[config.mk]
export PLATFORM = sky130hd
export DESIGN_NAME = mc_controller
export DESIGN_NICKNAME = d
export VERILOG_FILES = /design/src/rtl/mc_pkg.sv /design/src/rtl/mc_controller_alu_decoder.sv /design/src/rtl/mc_controller.sv
export SDC_FILE = /design/constraint.sdc
export NUM_CORES = 1
export LEC_CHECK = 0
export ABC_AREA = 1
export BUFFER_PORTS_ARGS = -buffer_cell sky130_fd_sc_hd__buf_2
export CORE_UTILIZATION = 35
export DETAILED_ROUTE_END_ITERATION = 8
export SETUP_SLACK_MARGIN = 0.1
export SYNTH_ARGS = -nofsm -noshare
export SYNTH_HDL_FRONTEND = slang
export SYNTH_HIERARCHICAL = 1
export SYNTH_SLANG_ARGS = --single-unit
[constraint.sdc]
create_clock -name Clk -period 2.34 [get_ports Clk]
set_input_delay 0.234 -clock Clk [delete_from_list [all_inputs] [get_ports Clk]]
set_output_delay 0.234 -clock Clk [all_outputs]
set_load 0.005 [all_outputs]
[src/rtl/mc_pkg.sv]
// Shared encodings for the multi-cycle MIPS control unit and the ALU it drives.
package mc_pkg;

  typedef enum logic [3:0] {
    StIdle,
    StFetch,
    StDecode,
    StMemAdr,
    StMemRd,
    StMemWb,
    StMemWr,
    StRtypeEx,
    StAluWb,
    StAddiEx,
    StAddiWb,
    StBranch,
    StJump
  } state_e;

  // Opcodes, instruction bits [31:26]
  localparam logic [5:0] OpLw    = 6'b100011;
  localparam logic [5:0] OpSw    = 6'b101011;
  localparam logic [5:0] OpRtype = 6'b000000;
  localparam logic [5:0] OpBeq   = 6'b000100;
  localparam logic [5:0] OpAddi  = 6'b001000;
  localparam logic [5:0] OpJ     = 6'b000010;

  // R-type funct codes, instruction bits [5:0]
  localparam logic [5:0] FunctAdd  = 6'b100000;
  localparam logic [5:0] FunctSub  = 6'b100010;
  localparam logic [5:0] FunctSll  = 6'b000000;
  localparam logic [5:0] FunctSllv = 6'b000100;
  localparam logic [5:0] FunctSrav = 6'b000111;

  // ALUSel codes, shared with the ALU
  localparam logic [2:0] AluAdd  = 3'b010;
  localparam logic [2:0] AluSub  = 3'b110;
  localparam logic [2:0] AluSll  = 3'b011;
  localparam logic [2:0] AluSllv = 3'b100;
  localparam logic [2:0] AluSrav = 3'b101;

  // ALUOp between controller and alu_decoder
  localparam logic [1:0] AluOpAdd   = 2'b00;
  localparam logic [1:0] AluOpSub   = 2'b01;
  localparam logic [1:0] AluOpFunct = 2'b10;

  // ALUSrcB mux selects
  localparam logic [1:0] SrcBReg    = 2'b00;
  localparam logic [1:0] SrcBFour   = 2'b01;
  localparam logic [1:0] SrcBImm    = 2'b10;
  localparam logic [1:0] SrcBImmSh2 = 2'b11;

  // PCSrc mux selects
  localparam logic [1:0] PcSrcAlu    = 2'b00;
  localparam logic [1:0] PcSrcAluOut = 2'b01;
  localparam logic [1:0] PcSrcJump   = 2'b10;

endpackage

[src/rtl/mc_controller_alu_decoder.sv]
// ALU operation decode: maps ALUOp and the R-type funct field to an ALUSel code.
module alu_decoder
  import mc_pkg::*;
(
  input  logic [5:0] funct_i,
  input  logic [1:0] alu_op_i,
  output logic [2:0] alu_sel_o,
  output logic       funct_valid_o
);

  logic [2:0] funct_sel;

  // Funct decode; valid is independent of alu_op_i so DECODE can screen R-types early
  always_comb begin
    funct_sel     = AluAdd;
    funct_valid_o = 1'b1;
    case (funct_i)
      FunctAdd:  funct_sel = AluAdd;
      FunctSub:  funct_sel = AluSub;
      FunctSll:  funct_sel = AluSll;
      FunctSllv: funct_sel = AluSllv;
      FunctSrav: funct_sel = AluSrav;
      default:   funct_valid_o = 1'b0;
    endcase
  end

  // Final operation select
  always_comb begin
    alu_sel_o = AluAdd;
    case (alu_op_i)
      AluOpSub:   alu_sel_o = AluSub;
      AluOpFunct: alu_sel_o = funct_sel;
      default:    alu_sel_o = AluAdd;
    endcase
  end

endmodule

[src/rtl/mc_controller.sv]
// Multi-cycle MIPS main control FSM with memory handshake and retired-instruction counter.
module mc_controller
  import mc_pkg::*;
#(
  parameter int unsigned CNT_W = 32
) (
  input  logic             Clk,
  input  logic             Reset,
  input  logic [5:0]       Op,
  input  logic [5:0]       Funct,
  input  logic             Zero,
  input  logic             MemReady,
  output logic             IorD,
  output logic             MemRead,
  output logic             MemWrite,
  output logic             IRWrite,
  output logic             RegWrite,
  output logic             RegDst,
  output logic             MemtoReg,
  output logic             ALUSrcA,
  output logic [1:0]       ALUSrcB,
  output logic [1:0]       PCSrc,
  output logic             PCEn,
  output logic [2:0]       ALUSel,
  output logic             InstrDone,
  output logic             IllegalOp,
  output logic [CNT_W-1:0] InstrCount
);

  state_e           state_q, state_d;
  logic [CNT_W-1:0] cnt_q;
  logic             pc_write;
  logic             branch;
  logic [1:0]       alu_op;
  logic             alu_sel_en;
  logic [2:0]       dec_sel;
  logic             funct_valid;

  alu_decoder u_alu_decoder (
    .funct_i       (Funct),
    .alu_op_i      (alu_op),
    .alu_sel_o     (dec_sel),
    .funct_valid_o (funct_valid)
  );

  // State register; synchronous reset wins from any state, including memory waits
  always_ff @(posedge Clk) begin
    if (Reset) begin
      state_q <= StIdle;
    end else begin
      state_q <= state_d;
    end
  end

  // Retired-instruction counter, wraps naturally
  always_ff @(posedge Clk) begin
    if (Reset) begin
      cnt_q <= '0;
    end else if (InstrDone) begin
      cnt_q <= cnt_q + CNT_W'(1);
    end
  end

  // Next-state and Moore output decode
  always_comb begin
    state_d    = state_q;
    IorD       = 1'b0;
    MemRead    = 1'b0;
    MemWrite   = 1'b0;
    IRWrite    = 1'b0;
    RegWrite   = 1'b0;
    RegDst     = 1'b0;
    MemtoReg   = 1'b0;
    ALUSrcA    = 1'b0;
    ALUSrcB    = SrcBReg;
    PCSrc      = PcSrcAlu;
    InstrDone  = 1'b0;
    IllegalOp  = 1'b0;
    pc_write   = 1'b0;
    branch     = 1'b0;
    alu_op     = AluOpAdd;
    alu_sel_en = 1'b1;

    unique case (state_q)
      StIdle: begin
        alu_sel_en = 1'b0;
        state_d    = StFetch;
      end
      StFetch: begin
        MemRead = 1'b1;
        ALUSrcB = SrcBFour;
        // IR and PC only load on the cycle the fetch completes
        IRWrite  = MemReady;
        pc_write = MemReady;
        if (MemReady) state_d = StDecode;
      end
      StDecode: begin
        // Precompute branch target into ALUOut
        ALUSrcB = SrcBImmSh2;
        case (Op)
          OpLw, OpSw: state_d = StMemAdr;
          OpRtype: begin
            if (funct_valid) begin
              state_d = StRtypeEx;
            end else begin
              IllegalOp = 1'b1;
              state_d   = StFetch;
            end
          end
          OpAddi:  state_d = StAddiEx;
          OpBeq:   state_d = StBranch;
          OpJ:     state_d = StJump;
          default: begin
            IllegalOp = 1'b1;
            state_d   = StFetch;
          end
        endcase
      end
      StMemAdr: begin
        ALUSrcA = 1'b1;
        ALUSrcB = SrcBImm;
        state_d = (Op == OpLw) ? StMemRd : StMemWr;
      end
      StMemRd: begin
        MemRead = 1'b1;
        IorD    = 1'b1;
        if (MemReady) state_d = StMemWb;
      end
      StMemWb: begin
        RegWrite  = 1'b1;
        MemtoReg  = 1'b1;
        InstrDone = 1'b1;
        state_d   = StFetch;
      end
      StMemWr: begin
        MemWrite = 1'b1;
        IorD     = 1'b1;
        if (MemReady) begin
          InstrDone = 1'b1;
          state_d   = StFetch;
        end
      end
      StRtypeEx: begin
        ALUSrcA = 1'b1;
        alu_op  = AluOpFunct;
        state_d = StAluWb;
      end
      StAluWb: begin
        RegWrite  = 1'b1;
        RegDst    = 1'b1;
        InstrDone = 1'b1;
        state_d   = StFetch;
      end
      StAddiEx: begin
        ALUSrcA = 1'b1;
        ALUSrcB = SrcBImm;
        state_d = StAddiWb;
      end
      StAddiWb: begin
        RegWrite  = 1'b1;
        InstrDone = 1'b1;
        state_d   = StFetch;
      end
      StBranch: begin
        ALUSrcA   = 1'b1;
        alu_op    = AluOpSub;
        branch    = 1'b1;
        PCSrc     = PcSrcAluOut;
        InstrDone = 1'b1;
        state_d   = StFetch;
      end
      StJump: begin
        pc_write  = 1'b1;
        PCSrc     = PcSrcJump;
        InstrDone = 1'b1;
        state_d   = StFetch;
      end
      default: begin
        alu_sel_en = 1'b0;
        state_d    = StIdle;
      end
    endcase
  end

  // IDLE keeps every output, ALUSel included, at zero
  assign ALUSel     = alu_sel_en ? dec_sel : 3'b000;
  assign PCEn       = pc_write | (branch & Zero);
  assign InstrCount = cnt_q;

endmodule

==> results.json, run 1 <==
{
  "synthToLayoutAreaGrowth_pct": 20.3,
  "swShare_pct": 30.0,
  "clk_latency_ns": 0.28,
  "status": "finished clean",
  "syn_area_sq_mm": 0.00260,
  "worst_pin_slew_ns": 0.546,
  "dieArea_sq_mm": 0.00778,
  "ys_seq_area_share_pct": 27.7,
  "final_hold_viol_count": 0,
  "worstHoldPathType": "in2reg",
  "power.switching_mw": 0.459,
  "dpl.hpwl_um": 5390,
  "synth.distinct_cells": 29,
  "cp_data_required_time_ns": 2.11,
  "vdd_ir_drop_max_mv": 0.335,
  "grt_use_total_pct": 17.8,
  "start_kind": "flop",
  "async_reset_ff_share_pct": 0,
  "drt_iter0_drc": 170,
  "start_util_pct": 36.1,
  "nFillCells": 828,
  "worstPathArrival_ns": 1.84,
  "power.total_mw": 1.53,
  "yosysMostFrequentCell": "nand2_1",
  "synth-edff-count": 0,
  "n_antenna_cell": 0,
  "antenna_found_initial": 0,
  "drv_cap": 0,
  "cp_max_fo": 24,
  "post-route-period-util_pct": 88.5,
  "grt_remaining_overflow": 0,
  "p_per_area_mw_per_mm2": 489,
  "root_buffer": "clkbuf_8",
  "grt_pass1_vias": 2461,
  "critPathKind": "reg2out",
  "p_int_mw": 1.07,
  "fin_crit_ns": 2.07,
  "worst_r2r_path_depth": 8,
  "core_area_sq_mm": 0.00721,
  "row_count": 31,
  "cp-endpoint": "InstrDone",
  "ios": 66,
  "vias_per_cell": 4.68,
  "ys_ff_latch": 36,
  "critPathMaxStageDelay_ns": 0.44,
  "die_x_um": 88.2,
  "clkSlewWorstSetupHoldPaths_ns": 0.08,
  "r2r-start": "state_q[1]",
  "fin_setup_tns_ns": 0,
  "combinationalPowerShare_pct": 22.8,
  "worst_path_most_repeated_cell": "nor2_2",
  "netlist_top_cells_count": "148 x nand2_1, 80 x nor2_1, 57 x inv_1",
  "dr.pass1.iters": 6,
  "grt_max_degree": 25,
  "postCtsHoldBufs": 0,
  "clockBufferDepth": 2,
  "die_height_um": 88.2,
  "nets": 540,
  "drc": 0,
  "skew_ns": 0.0114,
  "setup-violations-final": 0,
  "seqPwrFrac_pct": 42.4,
  "holdWs_ns": 0.271,
  "rrSetupSlack_ns": 0.36,
  "ys.flop_type": "dfxtp_1",
  "syn_nets": 473,
  "cp_cell_sequence": "inv_1 > nand2_2 > nor2_2 > nor2_2 > nand3_2 > buf_2",
  "critPathLaunch": "state_q[1]",
  "cts_made_buffers": 5,
  "postRouteAntennaNets": 0,
  "drv_slew": 0,
  "ys.warnings.count": 6,
  "grt_pass1_wl_um": 11100,
  "netlist_instances": 454,
  "fmax_ghz": 0.483,
  "grt_setup_unrepaired": "false",
  "wl_per_cell_um": 11.0,
  "relSlewSlack_pct": 63.5,
  "drive_gt1_share_pct": 19.7,
  "clock_sinks": 36,
  "cp_slowest_cell": "nand3_2",
  "io_buffers": 65,
  "end_kind": "output port",
  "place_congestion": 0.923,
  "num_vias": 2904,
  "synth_top_area_share_pct": 27.7,
  "clkPwrFrac_pct": 34.8,
  "r2r_end": "InstrCount[0]",
  "syn_area_per_cell_sq_um": 5.73,
  "cts_max_level": 2,
  "yosysTopAreaCell": "dfxtp_1",
  "route.final.wire_length_um": 6830,
  "p_leak_nw": 1.48,
  "synth.top_cells.by_area": "dfxtp_1 28%, nand2_1 21%, nor2_1 12%",
  "cts_tree": "yes"
}
## per-layer routing
layer  wire (um)  track usage [%]  vias up  share of wire, %
li1            -                -     1551                 -
met1        3570             25.6     1290                52
met2        2910             28.6       61                43
met3         327             2.99        2               4.8
met4          21             2.35        0              0.31
met5           0                0        -                 0
## logic make-up after synthesis
kind of cell	after synthesis	share of synthesized area, %
compound gates	53	10.6
xor+xnor	6	2.02
fa+ha+maj	3	1.44
buf+inv	71	12.0
flops	36	27.7
simple gates	285	46.2
## critical path: cells and delay by family, from the launching register on
| kind | cells | cell delay [ns] |
|---|---|---|
| buffers and inverters | 2 | 0.42 |
| AND/OR/NAND/NOR | 4 | 0.75 |
| flip-flops | 1 | 0.37 |
## worst min-delay path by stage
| stage | start | endpoint | slack [ns] | cells past startpoint |
|---|---|---|---|---|
| after floorplan | MemReady | state_q[2] | 0.41 | 3 |
| after global placement | InstrCount[31] | InstrCount[31] | 0.48 | 2 |
| after detailed placement | InstrCount[31] | InstrCount[31] | 0.51 | 2 |
| after CTS | MemReady | state_q[2] | 0.26 | 4 |
| after global routing | MemReady | state_q[2] | 0.30 | 4 |
| final | MemReady | state_q[2] | 0.27 | 4 |
## what timing repair did
action                     in CTS  in global routing
hold endpoints to repair        0                  0
gates resized for setup         0                  7
setup endpoints to repair       0                  2
setup buffers                   0                  1
## sequential cells by signal (all words and copies together), names as in the netlist
register and count:
InstrCount 32, state_q 4
## cell type report
type	count	area (sq um)	share of cell area, %
Clock inverter	2	35.0	1.12
Inverter	61	229	7.31
Tap cell	99	124	3.96
Clock buffer	6	72.6	2.32
Multi-Input combinational cell	347	1580	50.6
Timing Repair Buffer	70	363	11.6
Sequential cell	36	724	23.1
## through the flow
step | cells | setup WS, ns | utilization (%) | instance area [sq um]
floorplan | 454 | 0.700 | - | 2600
global placement | 612 | 0.456 | 41.6 | 3000
detailed placement | 612 | 0.387 | 41.6 | 3000
CTS | 620 | 0.112 | 43.0 | 3110
global route | 621 | 0.0988 | 43.4 | 3130
finish | 621 | 0.268 | 43.4 | 3130
## layout by cell type, fill, tap and decap left out, types with 3 or more instances in the layout
cell and count:
nor2_4 3, dfxtp_2 3, o21ai_1 4, ha_1 3
a21oi_1 35, nand3_1 31, nand2_2 6, inv_2 4
xor2_1 5, o21ai_0 9, nor2_2 6, nor2_1 79
clkbuf_8 5, inv_1 57, buf_2 65, nand4_1 5
buf_4 5, dfxtp_1 33, nand2_1 147
## power groups by stage
stage | Clock, mW | Combinational, mW | Sequential, mW
floorplan | 0 | 0.235 | 0.655
global placement | 0 | 0.342 | 0.658
detailed placement | 0 | 0.342 | 0.659
CTS | 0.552 | 0.343 | 0.645
global route | 0.578 | 0.383 | 0.650
finish | 0.533 | 0.349 | 0.649
No activity file was read; power rests on OpenSTA's default activity.
==> inputs of run 2 (changes only) <==
PLACE_DENSITY_LB_ADDON = 0.08   (was not set)
clock period = 1.9 ns   (was 2.34 ns; I/O delays follow)
==> run 2 against run 1 <==
  * Wire length is 9.1% higher
  * Global-route usage is 1.7 points higher
  * Highest routed layer unchanged
  * Critical path type unchanged
  * Cell area rose by 7.5%
  * Worst hold slack lost 0.056 ns
  * Clock-buffer cell count unchanged
  * Total power increased by 25%
  * Critical path depth grew 7
  * Sequential power up 26%
  * Via count grew 1.7%
  * Non-clock buffer count increased by 17
==> results.json, run 2 (synthesized netlist as in run 1, its figures left out) <==
{
  "grt_setup_unrepaired": "true",
  "n_antenna_cell": 0,
  "dpl.hpwl_um": 5660,
  "clkSlewWorstSetupHoldPaths_ns": 0.07,
  "row_count": 31,
  "worst_pin_slew_ns": 0.542,
  "die_height_um": 88.2,
  "mostFrequentLayoutCells": "145 x nand2_1, 74 x nor2_1, 65 x buf_2",
  "p_leak_nw": 1.58,
  "relSlewSlack_pct": 63.8,
  "nets": 557,
  "drive_gt1_share_pct": 25.0,
  "worst-path-buf-inv": 6,
  "ios": 66,
  "power.total_mw": 1.92,
  "setup-violations-final": 0,
  "die_x_um": 88.2,
  "grt_remaining_overflow": 0,
  "route.final.wire_length_um": 7460,
  "cp_slowest_cell": "dfxtp_4",
  "antenna_found_initial": 0,
  "cts_made_buffers": 5,
  "fmax_ghz": 0.555,
  "worstPathArrival_ns": 1.61,
  "placed_cell_area_sq_mm": 0.00306,
  "dr.pass1.iters": 4,
  "post-route-period-util_pct": 94.8,
  "stdcell_area_sq_mm": 0.00337,
  "num_vias": 2952,
  "skew_ns": 0.00596,
  "io_buffers": 65,
  "cts_max_level": 2,
  "clk_latency_ns": 0.29,
  "cts_tree": "yes",
  "grt_use_total_pct": 19.5,
  "status": "finished clean",
  "grt_pass1_wl_um": 12000,
  "clock_sinks": 36,
  "end_kind": "output port",
  "fin_crit_ns": 1.80,
  "vias_per_cell": 4.63,
  "dieArea_sq_mm": 0.00778,
  "cpLargestDelayFamily": "flip-flops",
  "root_buffer": "clkbuf_8",
  "cp_max_fo": 5,
  "final_common_cell": "nand2_1",
  "synthToLayoutAreaGrowth_pct": 29.3,
  "place_congestion": 0.920,
  "worstHoldPathType": "in2reg",
  "holdWs_ns": 0.215,
  "start_util_pct": 36.1,
  "drc": 0,
  "seqCellArea_sq_um": 736,
  "cp_data_required_time_ns": 1.71,
  "nFillCells": 808,
  "critPathKind": "reg2out",
  "critPathMaxStageDelay_ns": 0.37,
  "wl_per_cell_um": 11.7,
  "postRouteAntennaNets": 0,
  "multiInputGateArea_sq_mm": 0.00165,
  "vdd_ir_drop_max_mv": 0.362,
  "start_kind": "flop",
  "cp_cell_sequence": "inv_4 > nand2_4 > nor2_4 > inv_2 > ha_4 > inv_2 > nand2_2 > inv_1 > nand2_1 > nand2_1 > inv_1 > nor2_1 > buf_2",
  "grt_pass1_vias": 2585,
  "grt_max_degree": 24,
  "core_area_sq_mm": 0.00721,
  "drv_slew": 0,
  "clockBufferDepth": 2,
  "drv_cap": 0,
  "drt_iter0_drc": 154,
  "final_hold_viol_count": 0,
  "p_per_area_mw_per_mm2": 570,
  "largest_reg_flops": 32
}
run 2: power by group:
| group | total [mW] | switching [mW] | internal, mW | leakage (nW) |
|---|---|---|---|---|
| Clock | 0.576 | 0.287 | 0.290 | 0.0510 |
| Combinational | 0.524 | 0.309 | 0.215 | 1.23 |
| Sequential | 0.818 | 0.0363 | 0.781 | 0.293 |
| Total | 1.92 | 0.632 | 1.29 | 1.58 |
run 2: path summary, 6_finish.rpt:
check,startpoint,to,slack (ns),cells past startpoint
setup / recovery,state_q[2],ALUSel[2],0.1,13
hold / removal,MemReady,state_q[2],0.21,4
setup reg to reg,state_q[3],InstrCount[7],0.20,11
hold reg to reg,InstrCount[31],InstrCount[31],0.50,2
run 2: through the flow:
step | setup slack [ns] | util (%) | std cells | TNS (ns)
CTS | 0.0967 | 45.1 | 630 | 0
global route | -0.00583 | 46.7 | 638 | -0.00583
global placement | 0.220 | 42.4 | 617 | 0
detailed placement | 0.212 | 42.4 | 617 | 0
floorplan | 0.304 | - | 454 | 0
finish | 0.0995 | 46.7 | 638 | 0
run 2: cell type report:
type | instances | share of cell area, %
well taps | 99 | 3.68
repair buffers | 87 | 15.8
multi-input cells | 347 | 49.0
inverters | 61 | 6.88
clock inverters | 2 | 0.297
flip-flops and latches | 36 | 21.9
clock buffers | 6 | 2.45
run 2: repair_timing:
action | 4_1_cts | 5_1_grt
hold buffers | 0 | 0
gates resized for setup | 20 | 11
pin swaps | 5 | 8
endpoints found under the setup margin | 5 | 9
buffers inserted | 5 | 7
cloned | 0 | 1
run 2: layer usage:
layer / wire (um) / vias up / GRT usage (%) / part of all wire, %
li1: - / 1589 / - / -
met1: 3840 / 1309 / 29.0 / 52
met2: 3260 / 50 / 29.7 / 44
met3: 309 / 4 / 2.89 / 4.1
met4: 48 / 0 / 4.40 / 0.64
met5: 0 / - / 0 / 0
run 2: worst reg2reg max path: stages, from the launching register on:
cell and delay [ns]:
dfxtp_4 0.37, inv_2 0.05, nand2_2 0.06, buf_4 0.16, nor2_2 0.15, nor2_2 0.08
nand3_4 0.11, buf_4 0.13, buf_12 0.15, nand3_1 0.10, o21ai_0 0.15, nor2_1 0.06
==> inputs of run 3 (changes only) <==
CTS_CLUSTER_DIAMETER = 30   (was not set)
SYNTH_HIERARCHICAL = not set   (was 1)
==> run 3 against run 2 <==
  * Sequential power increased by 1%
  * Non-clock buffer count decreased by 11
  * Final cell count decreased by 3.0%
  * Sequential cell count unchanged
  * Largest cell class unchanged
  * Highest routed layer unchanged
  * Global-route usage increased by 0.74 points
==> results.json, run 3 <==
{
  "start_util_pct": 37.1,
  "clkSlewWorstSetupHoldPaths_ns": 0.07,
  "grt_use_total_pct": 20.3,
  "skew_ns": 0.00852,
  "drt_iter0_drc": 131,
  "netlist_top_cells_count": "151 x nand2_1, 70 x nor2_1, 49 x inv_1",
  "die_height_um": 87.8,
  "cp_slowest_cell": "dfxtp_4",
  "io_buffers": 65,
  "drive_gt1_share_pct": 23.1,
  "cts_tree": "yes",
  "vdd_ir_drop_max_mv": 0.304,
  "grt_setup_unrepaired": "true",
  "syn_nets": 465,
  "end_kind": "output port",
  "ios": 66,
  "synth_top_area_share_pct": 27.9,
  "synth-simple-area-share_pct": 47.2,
  "nets": 541,
  "ys_seq_area_share_pct": 27.9,
  "synth.top_cells.by_area": "dfxtp_1 28%, nand2_1 22%, nor2_1 10%",
  "fin_cells": 619,
  "fmax_ghz": 0.576,
  "relSlewSlack_pct": 76.0,
  "ys.warnings.count": 0,
  "fin_setup_tns_ns": 0,
  "final_hold_viol_count": 0,
  "vias_per_cell": 4.71,
  "largest_reg_flops": 32,
  "worst_pin_slew_ns": 0.357,
  "postRouteAntennaNets": 0,
  "dp_slack_ns": 0.151,
  "drc": 0,
  "dr.pass1.iters": 5,
  "yosysTopAreaCell": "dfxtp_1",
  "cp_cell_sequence": "inv_4 > nor2_4 > inv_4 > nor2_4 > ha_4 > inv_1 > nand2_1 > nor2_1 > buf_2",
  "cp_max_fo": 4,
  "setup_ws_ns": 0.162,
  "synth-xor-area-share_pct": 2.72,
  "synthToLayoutAreaGrowth_pct": 26.1,
  "place_congestion": 0.882,
  "drv_cap": 0,
  "synth_top_family_by_area": "simple AND/OR/NAND/NOR gates",
  "synthAdderAreaFrac_pct": 1.46,
  "yosysMostFrequentCell": "nand2_1",
  "dp.cells": 608,
  "muxShareOfSynthArea_pct": 0,
  "critPathMaxStageDelay_ns": 0.37,
  "grt_pass1_vias": 2562,
  "async_reset_ff_share_pct": 0,
  "netlist_instances": 446,
  "grt_pass1_wl_um": 12100,
  "die_x_um": 87.8,
  "worstHoldPathType": "in2reg",
  "antenna_found_initial": 0,
  "cts_max_level": 2,
  "synth-edff-count": 0,
  "wl_per_cell_um": 11.9,
  "fin_crit_ns": 1.74,
  "clockBufferDepth": 2,
  "grt_max_degree": 28,
  "ys_ff_latch": 36,
  "ys.flop_type": "dfxtp_1",
  "p_per_area_mw_per_mm2": 576,
  "p_leak_nw": 1.50,
  "mostFrequentLayoutCells": "150 x nand2_1, 68 x nor2_1, 65 x buf_2",
  "holdWs_ns": 0.227,
  "post-route-period-util_pct": 91.5,
  "syn_area_sq_mm": 0.00258,
  "synth.distinct_cells": 34,
  "final_core_util_pct": 46.8,
  "grt_remaining_overflow": 0,
  "cp_data_required_time_ns": 1.71,
  "clock_sinks": 36,
  "status": "finished clean",
  "worstPathArrival_ns": 1.55,
  "drv_slew": 0,
  "start_kind": "flop",
  "dieArea_sq_mm": 0.00771,
  "cts_made_buffers": 5,
  "core_area_sq_mm": 0.00694,
  "synth_compound_area_share_pct": 11.2,
  "n_antenna_cell": 0,
  "critPathKind": "reg2out",
  "clk_latency_ns": 0.30,
  "final_common_cell": "nand2_1",
  "root_buffer": "clkbuf_8",
  "row_count": 30,
  "dpl.hpwl_um": 5690,
  "num_vias": 2916,
  "syn_area_per_cell_sq_um": 5.78,
  "route.final.wire_length_um": 7340,
  "setup-violations-final": 0
}
## run 3: critical path, delay by kind of cell (launching register included)
kind / cells / cell delay, ns
and+or+nand+nor: 4 / 0.41
adders and majority gates: 1 / 0.21
DFF: 1 / 0.37
buffers and inverters: 4 / 0.28
## run 3: metal layers
layer	wire, um	global-route usage, %	up-vias
met5	0	0	-
met4	87	5.07	0
met3	400	4.43	9
met2	3110	30.8	62
met1	3750	28.9	1283
li1	-	-	1562
## run 3: path summary, 6_finish.rpt
| check | start | endpoint | slack (ns) | cells past startpoint |
|---|---|---|---|---|
| hold / removal | MemReady | state_q[0] | 0.23 | 4 |
| setup reg to reg | InstrCount[1] | InstrCount[19] | 0.27 | 8 |
| setup / recovery | state_q[2] | ALUSel[0] | 0.16 | 9 |
| hold reg to reg | InstrCount[0] | InstrCount[0] | 0.50 | 1 |
## run 3: kinds of logic after synthesis
| kind of cell | Yosys count |
|---|---|
| XOR/XNOR | 8 |
| adder cells (fa/ha/maj) | 3 |
| buffers and inverters | 61 |
| AND/OR/NAND/NOR | 285 |
| flip-flops | 36 |
| AO/OA/AOI/OAI | 53 |
## run 3: cell type report
type | instances | area (sq um)
clock buffer | 8 | 90.1
fill | 775 | 3690
inverter | 54 | 210
multi-input combinational | 349 | 1670
sequential | 36 | 739
tap | 96 | 120
timing repair buffer | 76 | 420
## run 3: per-stage QoR
step | total power [mW] | cell area, sq um
2_1_floorplan | 1.10 | 2580
3_3_place_gp | 1.28 | 3060
3_5_place_dp | 1.28 | 3060
4_1_cts | 1.87 | 3160
5_1_grt | 1.99 | 3250
6_report | 1.87 | 3250
## run 3: power by group
part | internal (mW) | switching (mW) | total [mW]
clock | 0.296 | 0.280 | 0.576
sequential | 0.787 | 0.0388 | 0.826
combinational | 0.192 | 0.280 | 0.471
## run 3: timing repair
item | in CTS | in global routing
gates resized for setup | 8 | 20
setup endpoints to repair | 3 | 14
cloned | 0 | 0
setup buffers | 0 | 3
pin swaps | 1 | 5
hold buffers | 0 | 0
